`src/rtl/lorenz_pkg.sv`:
```
// Shared definitions for the Lorenz chaotic-map cipher blocks: phase codes,
// controller states, default widths and the trajectory engine's FPU constants.
package lorenz_pkg;

    localparam int DEF_ADDR_W = 16;
    localparam int DEF_DATA_W = 16;

    localparam logic [1:0] PH_IDLE = 2'd0;
    localparam logic [1:0] PH_Z    = 2'd1;
    localparam logic [1:0] PH_Y    = 2'd2;
    localparam logic [1:0] PH_X    = 2'd3;

    typedef enum logic [3:0] {
        IDLE,
        K_ISSUE,
        RD_I,
        RD_J,
        CAP_J,
        WR_I,
        WR_J,
        RD,
        WR,
        DONE
    } state_t;

    typedef enum logic [1:0] {
        FPU_ADD,
        FPU_SUB,
        FPU_MUL,
        FPU_NOP
    } fpu_op_t;

    // IEEE-754 single-precision constants used by the trajectory generator
    localparam logic [31:0] LORENZ_SIGMA = 32'h4120_0000;
    localparam logic [31:0] LORENZ_RHO   = 32'h41E0_0000;
    localparam logic [31:0] LORENZ_BETA  = 32'h402A_AAAB;
    localparam logic [31:0] LORENZ_DT    = 32'h3C23_D70A;

endpackage

```
`src/rtl/lorenz_decrypt_if.sv`:
```
// Host, key-RAM and image-RAM signals of the decryptor; master is the
// decryptor side, slave is the host/RAM side.
interface lorenz_decrypt_if
    import lorenz_pkg::*;
#(
    parameter int ADDR_W = DEF_ADDR_W,
    parameter int DATA_W = DEF_DATA_W
);

    logic              start;
    logic              busy;
    logic              done;
    logic [1:0]        phase;
    logic [ADDR_W-1:0] key_addr;
    logic [DATA_W-1:0] kx_q;
    logic [DATA_W-1:0] ky_q;
    logic [DATA_W-1:0] kz_q;
    logic [ADDR_W-1:0] img_addr;
    logic              img_re;
    logic [DATA_W-1:0] img_rdata;
    logic              img_we;
    logic [DATA_W-1:0] img_wdata;

    modport master (
        input  start, kx_q, ky_q, kz_q, img_rdata,
        output busy, done, phase, key_addr, img_addr, img_re, img_we, img_wdata
    );

    modport slave (
        output start, kx_q, ky_q, kz_q, img_rdata,
        input  busy, done, phase, key_addr, img_addr, img_re, img_we, img_wdata
    );

endinterface

```
`src/rtl/lorenz_swap_step.sv`:
```
// Swaps img[idx] and img[key mod N] in five cycles after a one-cycle step
// request; ack marks the final write. Shared by the Z and X unconfusion passes.
module lorenz_swap_step
    import lorenz_pkg::*;
#(
    parameter int ADDR_W = DEF_ADDR_W,
    parameter int DATA_W = DEF_DATA_W
) (
    input  logic              clk,
    input  logic              reset,
    input  logic              step,
    input  logic [ADDR_W-1:0] idx,
    input  logic [DATA_W-1:0] key,
    input  logic [DATA_W-1:0] img_rdata,
    output logic              ack,
    output logic              img_re,
    output logic              img_we,
    output logic [ADDR_W-1:0] img_addr,
    output logic [DATA_W-1:0] img_wdata
);

    state_t            state, state_n;
    logic [ADDR_W-1:0] j;
    logic [DATA_W-1:0] a, b;
    logic              unused_key_hi;

    assign unused_key_hi = ^key;

    always_ff @(posedge clk) begin
        if (reset) begin
            state <= IDLE;
            j     <= '0;
            a     <= '0;
            b     <= '0;
        end else begin
            state <= state_n;
            if (state == RD_I)  j <= key[ADDR_W-1:0];
            if (state == RD_J)  a <= img_rdata;
            if (state == CAP_J) b <= img_rdata;
        end
    end

    always_comb begin
        state_n   = state;
        ack       = 1'b0;
        img_re    = 1'b0;
        img_we    = 1'b0;
        img_addr  = idx;
        img_wdata = b;
        case (state)
            IDLE:  if (step) state_n = RD_I;
            RD_I:  begin img_re = 1'b1; img_addr = idx; state_n = RD_J; end
            RD_J:  begin img_re = 1'b1; img_addr = j; state_n = CAP_J; end
            CAP_J: state_n = WR_I;
            WR_I:  begin img_we = 1'b1; img_addr = idx; img_wdata = b; state_n = WR_J; end
            WR_J:  begin
                img_we    = 1'b1;
                img_addr  = j;
                img_wdata = a;
                ack       = 1'b1;
                state_n   = IDLE;
            end
            default: state_n = IDLE;
        endcase
    end

endmodule

```
`src/rtl/lorenz_decrypt.sv`:
```
// In-place decryptor: unconfuse with z (descending), undo XOR diffusion
// with y (ascending), then unconfuse with x (descending).
module lorenz_decrypt
    import lorenz_pkg::*;
#(
    parameter int ADDR_W = DEF_ADDR_W,
    parameter int DATA_W = DEF_DATA_W
) (
    input logic              clk,
    input logic              reset,
    lorenz_decrypt_if.master bus
);

    localparam int              N    = 1 << ADDR_W;
    localparam logic [ADDR_W:0] LAST = (ADDR_W+1)'(N - 1);

    state_t            state, state_n;
    logic [1:0]        phase_q, phase_n;
    logic [ADDR_W:0]   idx, idx_n;
    logic [DATA_W-1:0] kyv;
    logic [ADDR_W-1:0] addr_hold, addr_out;
    logic [DATA_W-1:0] wdata_hold, wdata_out;
    logic              re_out, we_out;

    logic              step, swap_ack, swap_re, swap_we;
    logic [ADDR_W-1:0] swap_addr;
    logic [DATA_W-1:0] swap_wdata, swap_key;

    assign swap_key = (phase_q == PH_X) ? bus.kx_q : bus.kz_q;

    lorenz_swap_step #(.ADDR_W(ADDR_W), .DATA_W(DATA_W)) u_swap (
        .clk       (clk),
        .reset     (reset),
        .step      (step),
        .idx       (idx[ADDR_W-1:0]),
        .key       (swap_key),
        .img_rdata (bus.img_rdata),
        .ack       (swap_ack),
        .img_re    (swap_re),
        .img_we    (swap_we),
        .img_addr  (swap_addr),
        .img_wdata (swap_wdata)
    );

    always_ff @(posedge clk) begin
        if (reset) begin
            state      <= IDLE;
            phase_q    <= PH_IDLE;
            idx        <= '0;
            kyv        <= '0;
            addr_hold  <= '0;
            wdata_hold <= '0;
        end else begin
            state      <= state_n;
            phase_q    <= phase_n;
            idx        <= idx_n;
            addr_hold  <= addr_out;
            wdata_hold <= wdata_out;
            if (state == RD) kyv <= bus.ky_q;
        end
    end

    // During a swap the top parks in RD_I while the sub-module walks RD_I..WR_J
    always_comb begin
        state_n = state;
        phase_n = phase_q;
        idx_n   = idx;
        step    = 1'b0;
        case (state)
            IDLE: begin
                if (bus.start) begin
                    state_n = K_ISSUE;
                    phase_n = PH_Z;
                    idx_n   = LAST;
                end
            end
            K_ISSUE: begin
                if (phase_q == PH_Y) begin
                    state_n = RD;
                end else begin
                    step    = 1'b1;
                    state_n = RD_I;
                end
            end
            RD_I: begin
                if (swap_ack) begin
                    state_n = K_ISSUE;
                    if (idx != '0) begin
                        idx_n = idx - 1'b1;
                    end else if (phase_q == PH_Z) begin
                        phase_n = PH_Y;
                        idx_n   = '0;
                    end else begin
                        phase_n = PH_IDLE;
                        state_n = DONE;
                    end
                end
            end
            RD: state_n = WR;
            WR: begin
                state_n = K_ISSUE;
                if (idx == LAST) begin
                    phase_n = PH_X;
                    idx_n   = LAST;
                end else begin
                    idx_n = idx + 1'b1;
                end
            end
            DONE:    state_n = IDLE;
            default: state_n = IDLE;
        endcase
    end

    // Address and write data hold their last driven values when idle
    always_comb begin
        re_out    = swap_re;
        we_out    = swap_we;
        addr_out  = addr_hold;
        wdata_out = wdata_hold;
        if (swap_re || swap_we) addr_out = swap_addr;
        if (swap_we) wdata_out = swap_wdata;
        if (state == RD) begin
            re_out   = 1'b1;
            addr_out = idx[ADDR_W-1:0];
        end
        if (state == WR) begin
            we_out    = 1'b1;
            addr_out  = idx[ADDR_W-1:0];
            wdata_out = bus.img_rdata ^ kyv;
        end
    end

    assign bus.busy      = (state != IDLE) && (state != DONE);
    assign bus.done      = (state == DONE);
    assign bus.phase     = phase_q;
    assign bus.key_addr  = idx[ADDR_W-1:0];
    assign bus.img_re    = re_out;
    assign bus.img_we    = we_out;
    assign bus.img_addr  = addr_out;
    assign bus.img_wdata = wdata_out;

endmodule
```
`src/flat_wrapper.sv`:
```
// flat-port wrapper written by rule: the top's interface ports become plain ports
module lorenz_decrypt_flat import lorenz_pkg::*;
#(
    parameter int ADDR_W = DEF_ADDR_W,
    parameter int DATA_W = DEF_DATA_W
)
  (clk, reset, bus_start, bus_kx_q, bus_ky_q, bus_kz_q, bus_img_rdata, bus_busy, bus_done, bus_phase, bus_key_addr, bus_img_addr, bus_img_re, bus_img_we, bus_img_wdata);
  lorenz_decrypt_if #(.ADDR_W(ADDR_W), .DATA_W(DATA_W)) bus_i ();
  input logic clk;
  input logic reset;
  input wire logic [$bits(bus_i.start)-1:0] bus_start;
  input wire logic [$bits(bus_i.kx_q)-1:0] bus_kx_q;
  input wire logic [$bits(bus_i.ky_q)-1:0] bus_ky_q;
  input wire logic [$bits(bus_i.kz_q)-1:0] bus_kz_q;
  input wire logic [$bits(bus_i.img_rdata)-1:0] bus_img_rdata;
  output wire logic [$bits(bus_i.busy)-1:0] bus_busy;
  output wire logic [$bits(bus_i.done)-1:0] bus_done;
  output wire logic [$bits(bus_i.phase)-1:0] bus_phase;
  output wire logic [$bits(bus_i.key_addr)-1:0] bus_key_addr;
  output wire logic [$bits(bus_i.img_addr)-1:0] bus_img_addr;
  output wire logic [$bits(bus_i.img_re)-1:0] bus_img_re;
  output wire logic [$bits(bus_i.img_we)-1:0] bus_img_we;
  output wire logic [$bits(bus_i.img_wdata)-1:0] bus_img_wdata;
  assign bus_i.start = bus_start;
  assign bus_i.kx_q = bus_kx_q;
  assign bus_i.ky_q = bus_ky_q;
  assign bus_i.kz_q = bus_kz_q;
  assign bus_i.img_rdata = bus_img_rdata;
  assign bus_busy = bus_i.busy;
  assign bus_done = bus_i.done;
  assign bus_phase = bus_i.phase;
  assign bus_key_addr = bus_i.key_addr;
  assign bus_img_addr = bus_i.img_addr;
  assign bus_img_re = bus_i.img_re;
  assign bus_img_we = bus_i.img_we;
  assign bus_img_wdata = bus_i.img_wdata;
  lorenz_decrypt #(.ADDR_W(ADDR_W), .DATA_W(DATA_W)) u_core (.clk(clk), .reset(reset), .bus(bus_i));
endmodule
```
`config.mk`:
```
export PLATFORM = sky130hd
export DESIGN_NAME = lorenz_decrypt_flat
export DESIGN_NICKNAME = d
export VERILOG_FILES = /design/src/rtl/lorenz_pkg.sv /design/src/rtl/lorenz_decrypt_if.sv /design/src/rtl/lorenz_swap_step.sv /design/src/rtl/lorenz_decrypt.sv /design/src/flat_wrapper.sv
export SDC_FILE = /design/constraint.sdc
export NUM_CORES = 1
export LEC_CHECK = 0
export ABC_CLOCK_PERIOD_IN_PS = 2300
export CORE_MARGIN = 5
export CORE_UTILIZATION = 27
export CTS_BUF_LIST = sky130_fd_sc_hd__clkbuf_4 sky130_fd_sc_hd__clkbuf_8 sky130_fd_sc_hd__clkbuf_16
export DETAILED_ROUTE_END_ITERATION = 10
export GPL_TIMING_DRIVEN = 0
export SLEW_MARGIN = 15
export SYNTH_ARGS = -nofsm -noshare
export SYNTH_HDL_FRONTEND = slang
export SYNTH_SLANG_ARGS = --single-unit
```
`constraint.sdc`:
```
create_clock -name clk -period 2.3 [get_ports clk]
set_input_delay 0.345 -clock clk [delete_from_list [all_inputs] [get_ports clk]]
set_output_delay 0.345 -clock clk [all_outputs]
set_load 0.02 [all_outputs]
```
==> flow_metrics.tcl, run 1 <==
set metrics [dict create \
    wire_per_inst_um 18.20 \
    cellLeakagePower_nw 3.591 \
    gp_congestion 0.9010 \
    fin_crit_sh_pct 110.0 \
    path_class "flop to output port" \
    crit_fanout 10 \
    ant_nets 0 \
    finalWorstSetupSlack_ps -230.8 \
    groute.usage.overall_pct 17.50 \
    synth-xor-area-share_pct 3.091 \
    seq_area_frac_synth_pct 39.17 \
    layout_common_cells "nand2_1 (165), dfxtp_1 (112), buf_4 (87)" \
    endpoint_kind "output port" \
    ys.flop_type "dfxtp_1" \
    rows 55 \
    nets 1107 \
    critPathMostFrequentCell "buf_6" \
    n_antenna_cell 0 \
    relSlewSlack_pct 42.80 \
    synth_compound_area_share_pct 23.12 \
    h-tree-depth 4 \
    cts_hold_buf 0 \
    synth_nets 904 \
    cp_slowest_stage_delay_ps 350 \
    async_flop_share_pct 0 \
    synth.distinct_cells 62 \
    ys_top_cells_by_area "dfxtp_1 (39%), nand2_1 (10%), a21oi_1 (8.9%), nor2_1 (4.6%), a211oi_1 (3.3%)" \
    dieArea_sq_um 26230 \
    fp.dieW_um 162.0 \
    p_per_area_nw_per_um2 761.0 \
    grt_max_degree 17 \
    totalWireLength_um 24300 \
    cp.required_ps 1960 \
    holdWs_ps 332.8 \
    cts-root-buf "clkbuf_16" \
    synth_mux_area_share_pct 0 \
    vias 7007 \
    cts-buffers-inserted 17 \
    synth_cells 834 \
    netlist_area_sq_um 6235 \
    clock_latency_ps 420 \
    final_hold_viol_count 0 \
    fmax_mhz 395.1 \
    grt_pass1_wl_um 36660 \
    ir_drop_mv 0.4671 \
    io_buffers 119 \
    area_growth_syn_to_layout_pct 59.48 \
    path_clk_slew_ps 60 \
    syn-mean-instance-area_sq_um 7.476 \
    status "complete, but fails checks" \
    synth_top_area_share_pct 39.17 \
    r2r_setup_slack_ps -60 \
    start_kind "flop" \
    dieHeight_um 162.0 \
    synth_edf_count 0 \
    layout_commonest_cell "nand2_1" \
    antenna_found_initial 0 \
    setup_viol 34 \
    cts_tree "built" \
    r2r_start "u_core.idx[0]" \
    maxCapViolCount 0 \
    firstDrtPassIters 7 \
    slew_viol_final 0 \
    hp-class "primary input to flop" \
    drc 0 \
    pre_cts_ws_ps -1057 \
    ioPinCount 121 \
    grt_pass1_vias 6757 \
    r2r_cells 8 \
    crit_arrival_ps 2190 \
    fin_cells 1335 \
    ys_warn_count 0 \
    vias_per_cell 5.249 \
    core_sq_um 22710 \
    dp.final_hpwl_um 15720 \
    rsz0062_at_grt "true" \
    dp.cells 1238 \
    fin_crit_ps 2531 \
    fin_skew_ps 6.954 \
    cts.sinks 122 \
    reg2reg_to "u_core.idx[7]" \
    worst_pin_slew_ps 858.1 \
    ys_ff_latch 122 \
    drive_gt1_share_pct 29.90 \
    slowest_stage "dfxtp_2" \
    timing.critical_path.from "u_core.state[3]" \
    failed_checks "setup timing" \
    initial_core_util_pct 27.45 \
    yosys.area.top_type "dfxtp_1" \
    cp_cell_sequence "buf_6 > nor3b_4 > buf_6 > a211oi_4 > buf_6 > buf_8 > nor2_4 > a21oi_2 > buf_4" \
    yosys.area_share.simple_pct 26.89 \
    synth_fa_ha_area_share_pct 0.6020 \
    overflow 0 \
    synth_top_family_by_area "simple AND/OR/NAND/NOR gates" \
    first_iter_violations 768 \
    cts_buffer_depth 2 \
    crit_path_end "bus_img_addr[6]" \
]
-- metrics by stage --
stage	utilization, %	cell area, sq um	setup TNS (ps)	power, mW
4_1_cts	41.44	9410	-3532	7.275
3_5_place_dp	34.27	7782	-39370	4.242
2_1_floorplan	-	6235	0	3.505
6_report	43.79	9943	-4138	7.567
3_3_place_gp	34.27	7782	-38770	4.230
5_1_grt	43.79	9943	-6082	7.865
-- layout make-up --
type / count / area [sq um]
tap: 285 / 356.6
clock buffer: 21 / 461.7
buffer: 77 / 568.0
sequential: 122 / 2465
multi-input combinational: 618 / 4008
inverter: 5 / 26.28
fill: 2210 / 12770
clock inverter: 11 / 145.1
timing repair buffer: 196 / 1913
-- report_power, final --
| group | internal [mW] | switching [mW] |
|---|---|---|
| clock | 1.76 | 0.991 |
| sequential | 2.29 | 0.147 |
| combinational | 1.13 | 1.25 |
-- timing repair --
item	4_1_cts	5_1_grt
cloned	3	2
buffers inserted	41	34
gates resized for setup	378	97
hold endpoints to repair	0	0
setup endpoints to repair	84	54
pin swaps	18	22
-- kinds of logic (layout without fill, tap and decap cells) --
group                      after synthesis  after routing
and+or+nand+nor                        363            363
AOI/OAI and AO/OA                      230            230
DFF                                    122            122
buffers and inverters                   94            310
xor gates and xnor gates                22             22
adders and majority gates                3              3
-- worst max-delay path: cells and delay by family (launching register included) --
kind | cells | cell delay, ps
AOI/OAI and AO/OA | 2 | 420
DFF | 1 | 350
and+or+nand+nor | 2 | 200
buffers and inverters | 5 | 790
-- sequential cells by signal, summed over array words and instances, names as in the netlist --
signal and cells:
u_core.kyv 16, u_core.state 4, u_core.u_swap.j 16, u_core.u_swap.b 16
u_core.u_swap.state 3, u_core.addr_hold 16, u_core.wdata_hold 16, u_core.idx 17
u_core.u_swap.a 16, u_core.bus.phase 2
-- metal layers --
layer | part of all wire [%] | vias to the layer above | track usage, % | wire [um]
li1 | - | 3300 | - | -
met1 | 42 | 3336 | 22.31 | 10310
met2 | 48 | 296 | 28.82 | 11720
met3 | 6.6 | 75 | 4.364 | 1611
met4 | 2.7 | 0 | 6.267 | 666
met5 | 0 | - | 0 | 0
-- cell usage after synthesis, drive strengths merged, types with 4 or more instances --
cell type  count
a211oi        29
a21oi        111
a311oi        19
a32o           4
and3          10
buf           36
clkbuf        53
dfxtp        122
inv            5
nand2        169
nand2b         5
nand3         25
nor2          76
nor2b         32
nor3          11
nor4           6
o21ai         21
o22ai         21
or2            5
xnor2         18
xor2           4
-- how the worst min path moves through the flow --
stage | startpoint | to | slack, ps | cells after the start
finish | reset | u_core.wdata_hold[10] | 330 | 2
global route | reset | u_core.wdata_hold[2] | 340 | 2
CTS | reset | u_core.wdata_hold[10] | 310 | 2
detailed placement | u_core.u_swap.b[7] | u_core.u_swap.b[7] | 450 | 2
global placement | u_core.u_swap.a[10] | u_core.u_swap.a[10] | 440 | 2
floorplan | u_core.u_swap.a[0] | u_core.u_swap.a[0] | 440 | 2
Note: power is estimated with default switching activity, not from simulation.
==> inputs of run 2 (changes only) <==
CAP_MARGIN = 5   (was default)
==> results of run 2 <==
The final DEF is identical to that of run 1; final timing and power are the same.
